**src/rtl/uart_tx_feeder.sv**
```systemverilog
// Word FIFO in front of the UART transmitter. Words are launched one at a time,
// paced on the transmitter's busy/done handshake with a guard gap after each frame.
module uart_tx_feeder #(
  parameter int DATA_WIDTH   = 16,
  parameter int ADDR_WIDTH   = 4,
  parameter int GUARD_CYCLES = 2
) (
  input  logic                  i_clk,
  input  logic                  i_rst_n,
  input  logic [DATA_WIDTH-1:0] i_Wr_Data,
  input  logic                  i_Wr_Valid,
  output logic                  o_Wr_Full,
  output logic                  o_Overflow,
  input  logic                  i_Overflow_Clr,
  output logic [ADDR_WIDTH:0]   o_Fifo_Count,
  output logic [DATA_WIDTH-1:0] o_Tx_Byte,
  output logic                  o_Tx_Enable,
  input  logic                  i_Tx_Busy,
  input  logic                  i_Tx_Done,
  output logic                  o_Idle
);

  localparam int DEPTH = 2 ** ADDR_WIDTH;
  localparam int GW    = $clog2(GUARD_CYCLES + 1);
  localparam logic [ADDR_WIDTH:0] DEPTH_CNT = (ADDR_WIDTH + 1)'(DEPTH);
  localparam logic [GW-1:0]       GUARD_LOAD = GW'(GUARD_CYCLES - 1);

  typedef enum logic [2:0] {
    S_IDLE,
    S_LAUNCH,
    S_WAIT_BUSY,
    S_WAIT_DONE,
    S_GUARD
  } state_t;

  state_t                  state_reg, state_next;
  logic [DATA_WIDTH-1:0]   mem [DEPTH];
  logic [ADDR_WIDTH-1:0]   wr_ptr_reg, rd_ptr_reg;
  logic [ADDR_WIDTH:0]     count_reg, count_next;
  logic [GW-1:0]           guard_reg, guard_next;
  logic                    done_seen_reg, done_seen_next;
  logic                    full_reg, overflow_reg, tx_en_reg, idle_reg;
  logic [DATA_WIDTH-1:0]   tx_byte_reg;
  logic                    launch, pop, push, overflow_event;

  always_comb begin
    state_next     = state_reg;
    guard_next     = guard_reg;
    done_seen_next = done_seen_reg;
    launch         = 1'b0;
    case (state_reg)
      S_IDLE: begin
        if (count_reg != '0 && !i_Tx_Busy) begin
          launch     = 1'b1;
          state_next = S_LAUNCH;
        end
      end
      S_LAUNCH: state_next = S_WAIT_BUSY;
      S_WAIT_BUSY: begin
        // A done arriving before busy still closes the frame.
        if (i_Tx_Busy || i_Tx_Done) begin
          done_seen_next = i_Tx_Done;
          state_next     = S_WAIT_DONE;
        end
      end
      S_WAIT_DONE: begin
        if (i_Tx_Done || done_seen_reg) begin
          guard_next     = GUARD_LOAD;
          done_seen_next = 1'b0;
          state_next     = S_GUARD;
        end
      end
      S_GUARD: begin
        if (guard_reg == '0) state_next = S_IDLE;
        else                 guard_next = guard_reg - GW'(1);
      end
      default: state_next = S_IDLE;
    endcase
  end

  // A pop in the launch cycle frees a slot, so a write while full still lands.
  assign pop            = (state_reg == S_LAUNCH);
  assign push           = i_Wr_Valid && (!full_reg || pop);
  assign overflow_event = i_Wr_Valid && full_reg && !pop;

  always_comb begin
    count_next = count_reg;
    case ({push, pop})
      2'b10:   count_next = count_reg + (ADDR_WIDTH + 1)'(1);
      2'b01:   count_next = count_reg - (ADDR_WIDTH + 1)'(1);
      default: count_next = count_reg;
    endcase
  end

  always_ff @(posedge i_clk or negedge i_rst_n) begin
    if (!i_rst_n) begin
      state_reg     <= S_IDLE;
      wr_ptr_reg    <= '0;
      rd_ptr_reg    <= '0;
      count_reg     <= '0;
      guard_reg     <= '0;
      done_seen_reg <= 1'b0;
      full_reg      <= 1'b0;
      overflow_reg  <= 1'b0;
      tx_en_reg     <= 1'b0;
      tx_byte_reg   <= '0;
      idle_reg      <= 1'b1;
    end else begin
      state_reg     <= state_next;
      guard_reg     <= guard_next;
      done_seen_reg <= done_seen_next;
      count_reg     <= count_next;
      full_reg      <= (count_next == DEPTH_CNT);
      if (push) wr_ptr_reg <= wr_ptr_reg + ADDR_WIDTH'(1);
      if (pop)  rd_ptr_reg <= rd_ptr_reg + ADDR_WIDTH'(1);
      if (i_Overflow_Clr)      overflow_reg <= 1'b0;
      else if (overflow_event) overflow_reg <= 1'b1;
      tx_en_reg <= launch;
      if (launch) tx_byte_reg <= mem[rd_ptr_reg];
      idle_reg <= (count_next == '0) && (state_next == S_IDLE);
    end
  end

  // Storage kept free of reset so it maps onto block RAM.
  always_ff @(posedge i_clk) begin
    if (push) mem[wr_ptr_reg] <= i_Wr_Data;
  end

  assign o_Wr_Full    = full_reg;
  assign o_Overflow   = overflow_reg;
  assign o_Fifo_Count = count_reg;
  assign o_Tx_Byte    = tx_byte_reg;
  assign o_Tx_Enable  = tx_en_reg;
  assign o_Idle       = idle_reg;

endmodule

```
**config.mk**
```make
export PLATFORM = sky130hd
export DESIGN_NAME = uart_tx_feeder
export DESIGN_NICKNAME = d
export VERILOG_FILES = /design/src/rtl/uart_tx_feeder.sv
export SDC_FILE = /design/constraint.sdc
export NUM_CORES = 1
export LEC_CHECK = 0
export BUFFER_PORTS_ARGS = -buffer_cell sky130_fd_sc_hd__buf_2
export CAP_MARGIN = 10
export CORE_MARGIN = 8
export CORE_UTILIZATION = 40
export DETAILED_ROUTE_END_ITERATION = 8
export PLACE_DENSITY = 0.63
export SYNTH_ARGS = -nofsm -noshare
export SYNTH_HDL_FRONTEND = slang
export SYNTH_SLANG_ARGS = --single-unit
```
**constraint.sdc**
```tcl
create_clock -name i_clk -period 4.5 [get_ports i_clk]
set_clock_uncertainty 0.15 [all_clocks]
set_input_delay 0.9 -clock i_clk [delete_from_list [all_inputs] [get_ports i_clk]]
set_output_delay 0.9 -clock i_clk [all_outputs]
set_load 0.1 [all_outputs]
```
==> impl_results.md, run 1 <==
- Via count: 5858
- Routed wire length: 23.9 mm
- Num rows: 62
- Die Width: 187 um
- Hold Startpoint: o_Overflow
- CTS tree: done
- Logic gate share of total power: 31.7%
- Sum Neg Setup Slack: 0 ps
- Max Fclk: 256 MHz
- Area grow syn2layout: 13.8%
- Ant diodes: 0
- Synth Instances: 611
- Multiplexer share of the synthesized area: 14.5%
- Slowest cell delay on critical path: 540 ps
- Max-Cap Viols: 0
- Max reg flops: 256
- Routed wire per std cell: 22.0 um
- Synth Warn #: 0
- Pins Over Slew Limit: 0
- Total grt overflow: 0
- GP Congestion: 0.738
- Post-CTS Hold Fix Bufs: 0
- # resized after CTS: 0
- Post-synthesis instance area: 0.0117 mm^2
- Die Ht: 187 um
- Starting DRT DRC Count: 397
- Critical path class: reg -> reg
- Slew HR: 33.6%
- Hold Slack: 352 ps
- Number of global-route vias before repair: 6152
- First-pass DRT Iterations: 5
- WP data arrival: 4180 ps
- RSZ-0062 raised after global routing: no
- Skew-Pair Late Insertion Delay: 530 ps
- Hold Path Depth: 2
- I/O pin count: 47
- Vias per Instance: 5.39
- Largest Register: mem
- Root Driver: clkbuf_16
- Leakage power: 4.57 nW
- Outcome: finished clean
- Initial antenna violation count: 0
- First-pass GRT wire length: 36.4 mm
- Clock buffer depth: 3
- Clock Power Share: 25.4%
- Largest net degree at the start of global routing: 56
- Placed Cells: 1033
- Seq/Total Area, Yosys: 73.9%
- Combinational family with the most area after synthesis: multiplexers
- WHS Endpoint: o_Overflow
- Worst-path cell chain: nor3b_2 > nor2b_1 > nor2b_1 > inv_1 > ha_1 > xor2_1 > ha_1 > mux2_2 > o21ai_0 > nand3_1 > xnor2_1 > nor4_1
- IO buf count: 46
- Commonest non-fill, non-tap cells in the layout: edfxtp_1 (256), buf_2 (46), nor2_1 (38)
- Slew @ Worst Pin: 996 ps
- Synth Area in Simple Gates: 3.92%
- Compound-gate portion of the synthesized area: 3.64%
- Sequential Power Share: 42.9%
- CP endpoint kind: flip-flop
- Slowest-stage cell, CP: nor2b_1
- # H-tree levels: 1
- Layout cells sized above 1: 23.2%
- P_int: 5.70 mW
- Post-Syn Nets: 642
- R2R setup slack: 590 ps
- Switching Share: 35.9%
- Yosys cell types: 42
- # DRC: 0
- Synth Area in XOR/XNOR: 1.05%
- Hold Path Class: reg -> reg
- Post-synth top area share: 65.5%
- Top cells by area, synth: edfxtp_1 (66%), dfrtp_1 (8.1%), mux4_2 (6.0%), mux4_1 (5.4%), mux2i_1 (2.0%)
- Die area: 0.0351 mm^2
- Post-route ant nets: 0
- Switching power total: 3.20 mW
- Post-CTS Setup Bufs: 0
- Pwr/cell area: 667 mW/mm^2
- Peak fanout along the critical path: 9
- Syn avg cell area: 19.2 um^2
- Most common cell after layout, fill and taps aside: edfxtp_1
- Final HPWL DP: 14.6 mm
- Worst path bufs/invs: 1
- Fill cell count: 2350
- Yosys reg bits: 295
- # setup viols final: 0
- FF-to-FF path depth: 12
- Worst setup SP type: flip-flop
- Num CTS Buffers: 29
- Reg-to-Reg End: o_Idle
- Cell taking the most area after synthesis: edfxtp_1
- FF-to-FF Start: state_reg[2]
- Global-route usage over all layers: 13.4%
- Core area: 0.0288 mm^2
- Final net count: 711
- Fin crit period: 3910 ps
- Clk sinks: 295
- Starting Density: 40.7%
- Clk pin slew, worst setup/hold paths: 60 ps
- Fin crit share: 86.8%
- Crit path max-delay family: simple AND/OR/NAND/NOR gates
- Synthesized-area fraction occupied by adder cells: 0.960%
- Worst vdd ir: 0.315 mV
- Cell Count, Final, Fillers Out: 1086
- Endpoints failing hold: 0
- Worst endpoint required time: 4780 ps
-- synthesized netlist by cell type --
library cell	n
a2111oi_0	9
a211oi_1	11
a21oi_1	23
a222oi_1	1
a31oi_1	1
and2_1	1
and3b_1	1
and4b_1	1
buf_1	1
buf_2	18
buf_4	2
buf_6	6
clkbuf_1	5
clkbuf_2	1
dfrtp_1	38
dfstp_2	1
edfxtp_1	256
ha_1	9
inv_1	10
mux2_2	12
mux2i_1	24
mux4_1	24
mux4_2	31
nand2_1	20
nand2b_1	7
nand3_1	1
nand3b_1	1
nand3b_2	1
nand4_1	3
nor2_1	38
nor2b_1	11
nor3_1	7
nor3b_1	1
nor3b_2	1
nor4_1	1
o21a_1	1
o21ai_0	7
o221ai_1	8
o22ai_1	2
o311ai_0	1
xnor2_1	9
xor2_1	5
-- stage by stage --
step	cell area, um^2	util, %	setup WS, ps	power, mW
3_3_place_gp	12500	43.3	869	6.62
4_1_cts	13300	46.4	667	9.00
2_1_floorplan	11700	-	1190	6.03
6_report	13300	46.4	594	8.90
3_5_place_dp	12500	43.3	695	6.73
5_1_grt	13300	46.4	271	9.30
-- worst min-delay path, stage by stage, from the launching register on --
cell and delay (ps):
dfrtp_1 350, a21oi_1 50, nor2_1 70
-- final cells by class --
type	count	area (um^2)	area share, %
Inverter	10	37.5	0.281
Timing Repair Buffer	71	418	3.13
Clock inverter	12	92.6	0.694
Clock buffer	41	801	6.00
Tap cell	384	480	3.60
Multi-Input combinational cell	273	2850	21.3
Sequential cell	295	8670	65.0
-- layer usage --
metal | track usage, % | vias up | part of all wire (%) | routed length, um
met5 | 0 | - | 0 | 0
met4 | 3.21 | 0 | 1.4 | 332
met3 | 2.26 | 31 | 5.1 | 1230
met2 | 23.3 | 178 | 51 | 12100
met1 | 17.1 | 3049 | 43 | 10200
li1 | - | 2600 | - | -
-- cell families after synthesis --
family,count (synthesis)
flops,295
simple gates,95
mux,91
compound gates,64
buf+inv,43
xor+xnor,14
fa+ha+maj,9
-- power by group through the flow --
stage,combinational (mW),clock (mW),sequential [mW]
2_1_floorplan,1.75,0,4.28
3_3_place_gp,2.78,0,3.84
3_5_place_dp,2.85,0,3.88
4_1_cts,2.85,2.32,3.83
5_1_grt,3.00,2.41,3.88
6_report,2.82,2.26,3.82
-- worst max-delay path by stage --
| stage | start | endpoint | cells past startpoint |
|---|---|---|---|
| floorplan | o_Wr_Full | o_Idle | 13 |
| finish | state_reg[2] | o_Idle | 12 |
| global placement | state_reg[2] | o_Idle | 12 |
| global route | state_reg[2] | o_Wr_Full | 12 |
| CTS | state_reg[2] | o_Idle | 12 |
| detailed placement | state_reg[2] | o_Idle | 12 |
(Power assumes the default switching activity.)
==> run 2, diff against run 1 <==
Settings changed: BUFFER_PORTS_ARGS -buffer_cell sky130_fd_sc_hd__buf_2 to not set, DONT_BUFFER_PORTS set to 1, PLACE_DENSITY 0.63 to 0.61.
==> impl_results.md, run 2 (synthesis gave the netlist of run 1 again) <==
- R2R setup slack: 570 ps
- Hold Path Class: in -> async
- Final Core Density: 46.0%
- Clock buffer depth: 3
- Worst setup SP type: flip-flop
- Pins Over Slew Limit: 0
- First-pass GRT wire length: 36.9 mm
- IO buf count: 0
- Largest Register: mem
- Core area: 0.0288 mm^2
- Most common cell after layout, fill and taps aside: edfxtp_1
- Global-route usage over all layers: 13.6%
- Final net count: 672
- CTS tree: done
- Final HPWL DP: 14.4 mm
- Die Ht: 187 um
- Top Metal Used: met4
- Met1 Wirelength: 10.5 mm
- # H-tree levels: 1
- Vias per Instance: 5.46
- Routed wire per std cell: 23.0 um
- Leakage power: 4.44 nW
- WP data arrival: 4230 ps
- Largest net degree at the start of global routing: 58
- Via count: 5729
- Total grt overflow: 0
- Slowest cell delay on critical path: 550 ps
- Area grow syn2layout: 12.8%
- Clk pin slew, worst setup/hold paths: 60 ps
- Die area: 0.0351 mm^2
- Critical path depth in cells: 12
- Starting Density: 40.7%
- Routed wire length: 24.2 mm
- Met3 wire len: 1.37 mm
- I/O pin count: 47
- Max reg flops: 256
- Slew @ Worst Pin: 1010 ps
- Max Fclk: 254 MHz
- FF-to-FF Start: state_reg[2]
- Outcome: finished clean
- Peak fanout along the critical path: 9
- Post-CTS Setup Bufs: 0
- Critical path class: reg -> reg
- FF-to-FF path depth: 12
- Commonest non-fill, non-tap cells in the layout: edfxtp_1 (256), nor2_1 (38), dfrtp_1 (35)
- Ant diodes: 0
- # setup viols final: 0
- Pwr/cell area: 674 mW/mm^2
- Reg-to-Reg End: o_Idle
- Worst vdd ir: 0.320 mV
- Fin crit period: 3930 ps
- Post-route ant nets: 0
- Initial antenna violation count: 0
- CP endpoint kind: flip-flop
- Slew HR: 33.0%
- Root Driver: clkbuf_16
- Fin crit share: 87.4%
- Worst path bufs/invs: 1
- Clk sinks: 295
- GP Congestion: 0.738
- RSZ-0062 raised after global routing: no
- Endpoints failing hold: 0
- First-pass DRT Iterations: 5
- Worst endpoint required time: 4790 ps
- Worst-path cell chain: nor3b_2 > nor2b_1 > nor2b_1 > inv_1 > ha_1 > xor2_1 > ha_1 > mux2_2 > o21ai_0 > nand3_1 > xnor2_1 > nor4_1
- Layout cells sized above 1: 18.9%
- # DRC: 0
- Skew-Pair Late Insertion Delay: 540 ps
- Met2 Wirelength: 11.9 mm
- Die Width: 187 um
- Number of global-route vias before repair: 5933
- Num CTS Buffers: 30
- Sum Neg Setup Slack: 0 ps
- Starting DRT DRC Count: 430
- Crit path max-delay family: simple AND/OR/NAND/NOR gates
- Slowest-stage cell, CP: nor2b_1
- Max-Cap Viols: 0
- Num rows: 62
## run 2: cell types whose count changed in the layout (fill, tap and decap cells not counted), sizes merged
cell,change
inv,-2
buf,-40
clkbuf,-6
clkinvlp,+1
bufinv,+1
clkinv,+9
## run 2: power by group
| part | total (mW) | leakage, nW | internal (mW) | switching [mW] |
|---|---|---|---|---|
| clock network | 2.36 | 0.463 | 1.37 | 0.997 |
| logic | 2.19 | 1.20 | 0.980 | 1.21 |
| registers | 4.36 | 2.78 | 3.37 | 0.986 |
## run 2: worst max path at each step
stage                       startpoint     end  slack, ps
final                     state_reg[2]  o_Idle        570
after global routing      state_reg[2]  o_Idle        220
after CTS                 state_reg[2]  o_Idle        510
after detailed placement  state_reg[2]  o_Idle        540
after global placement    state_reg[2]  o_Idle        810
after floorplan              o_Wr_Full  o_Idle       1190
## run 2: per-layer routing
layer,vias up,track usage (%)
met5,-,0
met3,34,2.31
met2,154,22.9
met4,0,3.76
met1,3020,18.1
li1,2521,-
## run 2: cell type report
type / count / area, um^2
fillers: 2354 / 15500
flip-flops and latches: 295 / 8670
multi-input cells: 273 / 2850
clock buffers: 35 / 791
well taps: 384 / 480
repair buffers: 31 / 253
clock inverters: 21 / 156
inverters: 10 / 37.5
## run 2: what timing repair did
| action | in CTS | in global routing |
|---|---|---|
| gates resized for setup | 0 | 0 |
| hold buffers | 1 | 0 |
| endpoints found under the hold margin | 38 | 0 |
## run 2: stage by stage
stage	worst slack, ps	total power [mW]	instances	instance area, um^2	hold slack [ps]
final	565	8.91	1049	13200	46.5
after global routing	219	9.31	1049	13200	26.0
after CTS	507	9.00	1049	13200	21.1
after detailed placement	535	6.63	992	12300	377
after global placement	811	6.54	992	12300	337
after floorplan	1190	6.03	611	11700	315
==> run 3, diff against run 2 <==
Settings changed: GPL_TIMING_DRIVEN set to 0.
==> impl_results.md, run 3 (synthesis gave the netlist of run 1 again) <==
- Root Driver: clkbuf_16
- I/O pin count: 47
- Number of global-route vias before repair: 6147
- Post-CTS Setup Bufs: 0
- GP Congestion: 0.789
- P_int: 5.81 mW
- WP data arrival: 4120 ps
- Post-place instance area: 0.0125 mm^2
- Clk pin slew, worst setup/hold paths: 60 ps
- CTS tree: done
- Vias per Instance: 5.53
- # H-tree levels: 1
- Outcome: finished clean
- Reg-to-Reg End: o_Idle
- Fin crit share: 85.2%
- Max-Cap Viols: 0
- Routed wire length: 25.1 mm
- Initial antenna violation count: 0
- Final net count: 691
- Layout cells sized above 1: 22.5%
- FF-to-FF path depth: 15
- Clock buffer depth: 3
- Starting DRT DRC Count: 402
- Die Ht: 187 um
- Total grt overflow: 0
- Max Fclk: 261 MHz
- Leakage power: 4.54 nW
- RSZ-0062 raised after global routing: no
- Slew @ Worst Pin: 1130 ps
- Total chip power: 9.13 mW
- Die area: 0.0351 mm^2
- Hold Path Class: in -> async
- Routed wire per std cell: 23.5 um
- Hold Slack: 26.2 ps
- Via count: 5905
- Most common cell after layout, fill and taps aside: edfxtp_1
- Global-route usage over all layers: 14.3%
- Starting Density: 40.7%
- Sequential Power Share: 47.0%
- Core area: 0.0288 mm^2
- Final Instance Area: 0.0135 mm^2
- Final WS setup: 666 ps
- Num rows: 62
- FF-to-FF Start: state_reg[2]
- Fill cell count: 2356
- First-pass GRT wire length: 38.6 mm
- Worst vdd ir: 0.308 mV
- CP endpoint kind: flip-flop
- Area grow syn2layout: 14.9%
- Num CTS Buffers: 30
- Logic gate share of total power: 26.8%
- Pins Over Slew Limit: 0
- Final HPWL DP: 16.5 mm
- Clk sinks: 295
- Clock Power Share: 26.2%
- Switching power total: 3.32 mW
- Pwr/cell area: 678 mW/mm^2
- # setup viols final: 0
- Largest net degree at the start of global routing: 39
- Switching Share: 36.3%
- Post-route ant nets: 0
- Ant diodes: 0
- Fin crit period: 3830 ps
- Die Width: 187 um
- R2R setup slack: 670 ps
- First-pass DRT Iterations: 7
- Worst setup SP type: flip-flop
- Largest Register: mem
- Slew HR: 24.9%
- Max reg flops: 256
- Critical path class: reg -> reg
- Commonest non-fill, non-tap cells in the layout: edfxtp_1 (256), dfrtp_1 (38), mux4_2 (31)
- IO buf count: 0
- Dpl ws: 763 ps
- Skew-Pair Late Insertion Delay: 560 ps
- Peak fanout along the critical path: 9
- Endpoints failing hold: 0
- # DRC: 0
- Worst endpoint required time: 4790 ps
==> run 3: changes by cell type in the layout (fill, tap and decap cells not counted), sizes merged <==
cell	before	now
clkinv	18	13
inv	10	11
clkbuf	35	43
clkinvlp	1	2
buf	31	44
==> run 3: layout make-up <==
| type | count | area [um^2] | share of cell area (%) |
|---|---|---|---|
| inverter | 10 | 37.5 | 0.279 |
| clock inverter | 18 | 161 | 1.20 |
| buffer | 33 | 200 | 1.49 |
| sequential | 295 | 8660 | 64.3 |
| clock buffer | 37 | 797 | 5.92 |
| multi-input combinational | 273 | 2880 | 21.3 |
| timing repair buffer | 17 | 253 | 1.88 |
| tap | 384 | 480 | 3.57 |
==> run 3: power groups by stage <==
| stage | clock [mW] | combinational, mW | sequential [mW] |
|---|---|---|---|
| 6_report | 2.39 | 2.45 | 4.29 |
| 5_1_grt | 2.55 | 2.66 | 4.34 |
| 4_1_cts | 2.44 | 2.48 | 4.30 |
| 3_5_place_dp | 0 | 2.45 | 4.36 |
| 3_3_place_gp | 0 | 2.28 | 4.35 |
| 2_1_floorplan | 0 | 1.75 | 4.28 |
==> run 3: per-layer routing <==
layer,global-route usage (%),up-vias,routed length (um)
met5,0,-,0
met4,4.58,0,667
met2,23.3,183,12000
met1,18.8,3112,10600
met3,3.15,45,1710
li1,-,2565,-
==> run 3: critical path, stage by stage, from the launching register on <==
cell	delay, ps
dfrtp_1	350
buf_2	160
nor3b_2	630
nor2b_1	140
nor2b_1	140
buf_2	210
inv_1	90
ha_1	190
buf_2	170
xor2_1	150
ha_1	240
mux2_2	360
o21ai_0	150
nand3_1	120
xnor2_1	170
nor4_1	330
==> run 3: worst max-delay path by stage <==
stage | from | endpoint | slack, ps | depth (start not counted)
2_1_floorplan | o_Wr_Full | o_Idle | 1190 | 13
3_3_place_gp | state_reg[2] | mem[3][4] | -260 | 7
3_5_place_dp | state_reg[2] | o_Idle | 760 | 15
5_1_grt | state_reg[2] | o_Idle | 350 | 15
6_report | state_reg[2] | o_Idle | 670 | 15
4_1_cts | state_reg[2] | o_Idle | 700 | 15
==> run 3: stage by stage <==
step                      utilization, %  setup TNS (ps)  cells
after floorplan                        -               0    611
after global placement              42.4           -7870    995
after detailed placement            43.4               0   1011
after CTS                           46.8               0   1067
after global routing                46.8               0   1067
final                               46.8               0   1067
==> run 3: repair_timing <==
action | in CTS | in global routing
resized for setup | 0 | 0
hold buffers | 1 | 0
endpoints found under the hold margin | 38 | 0
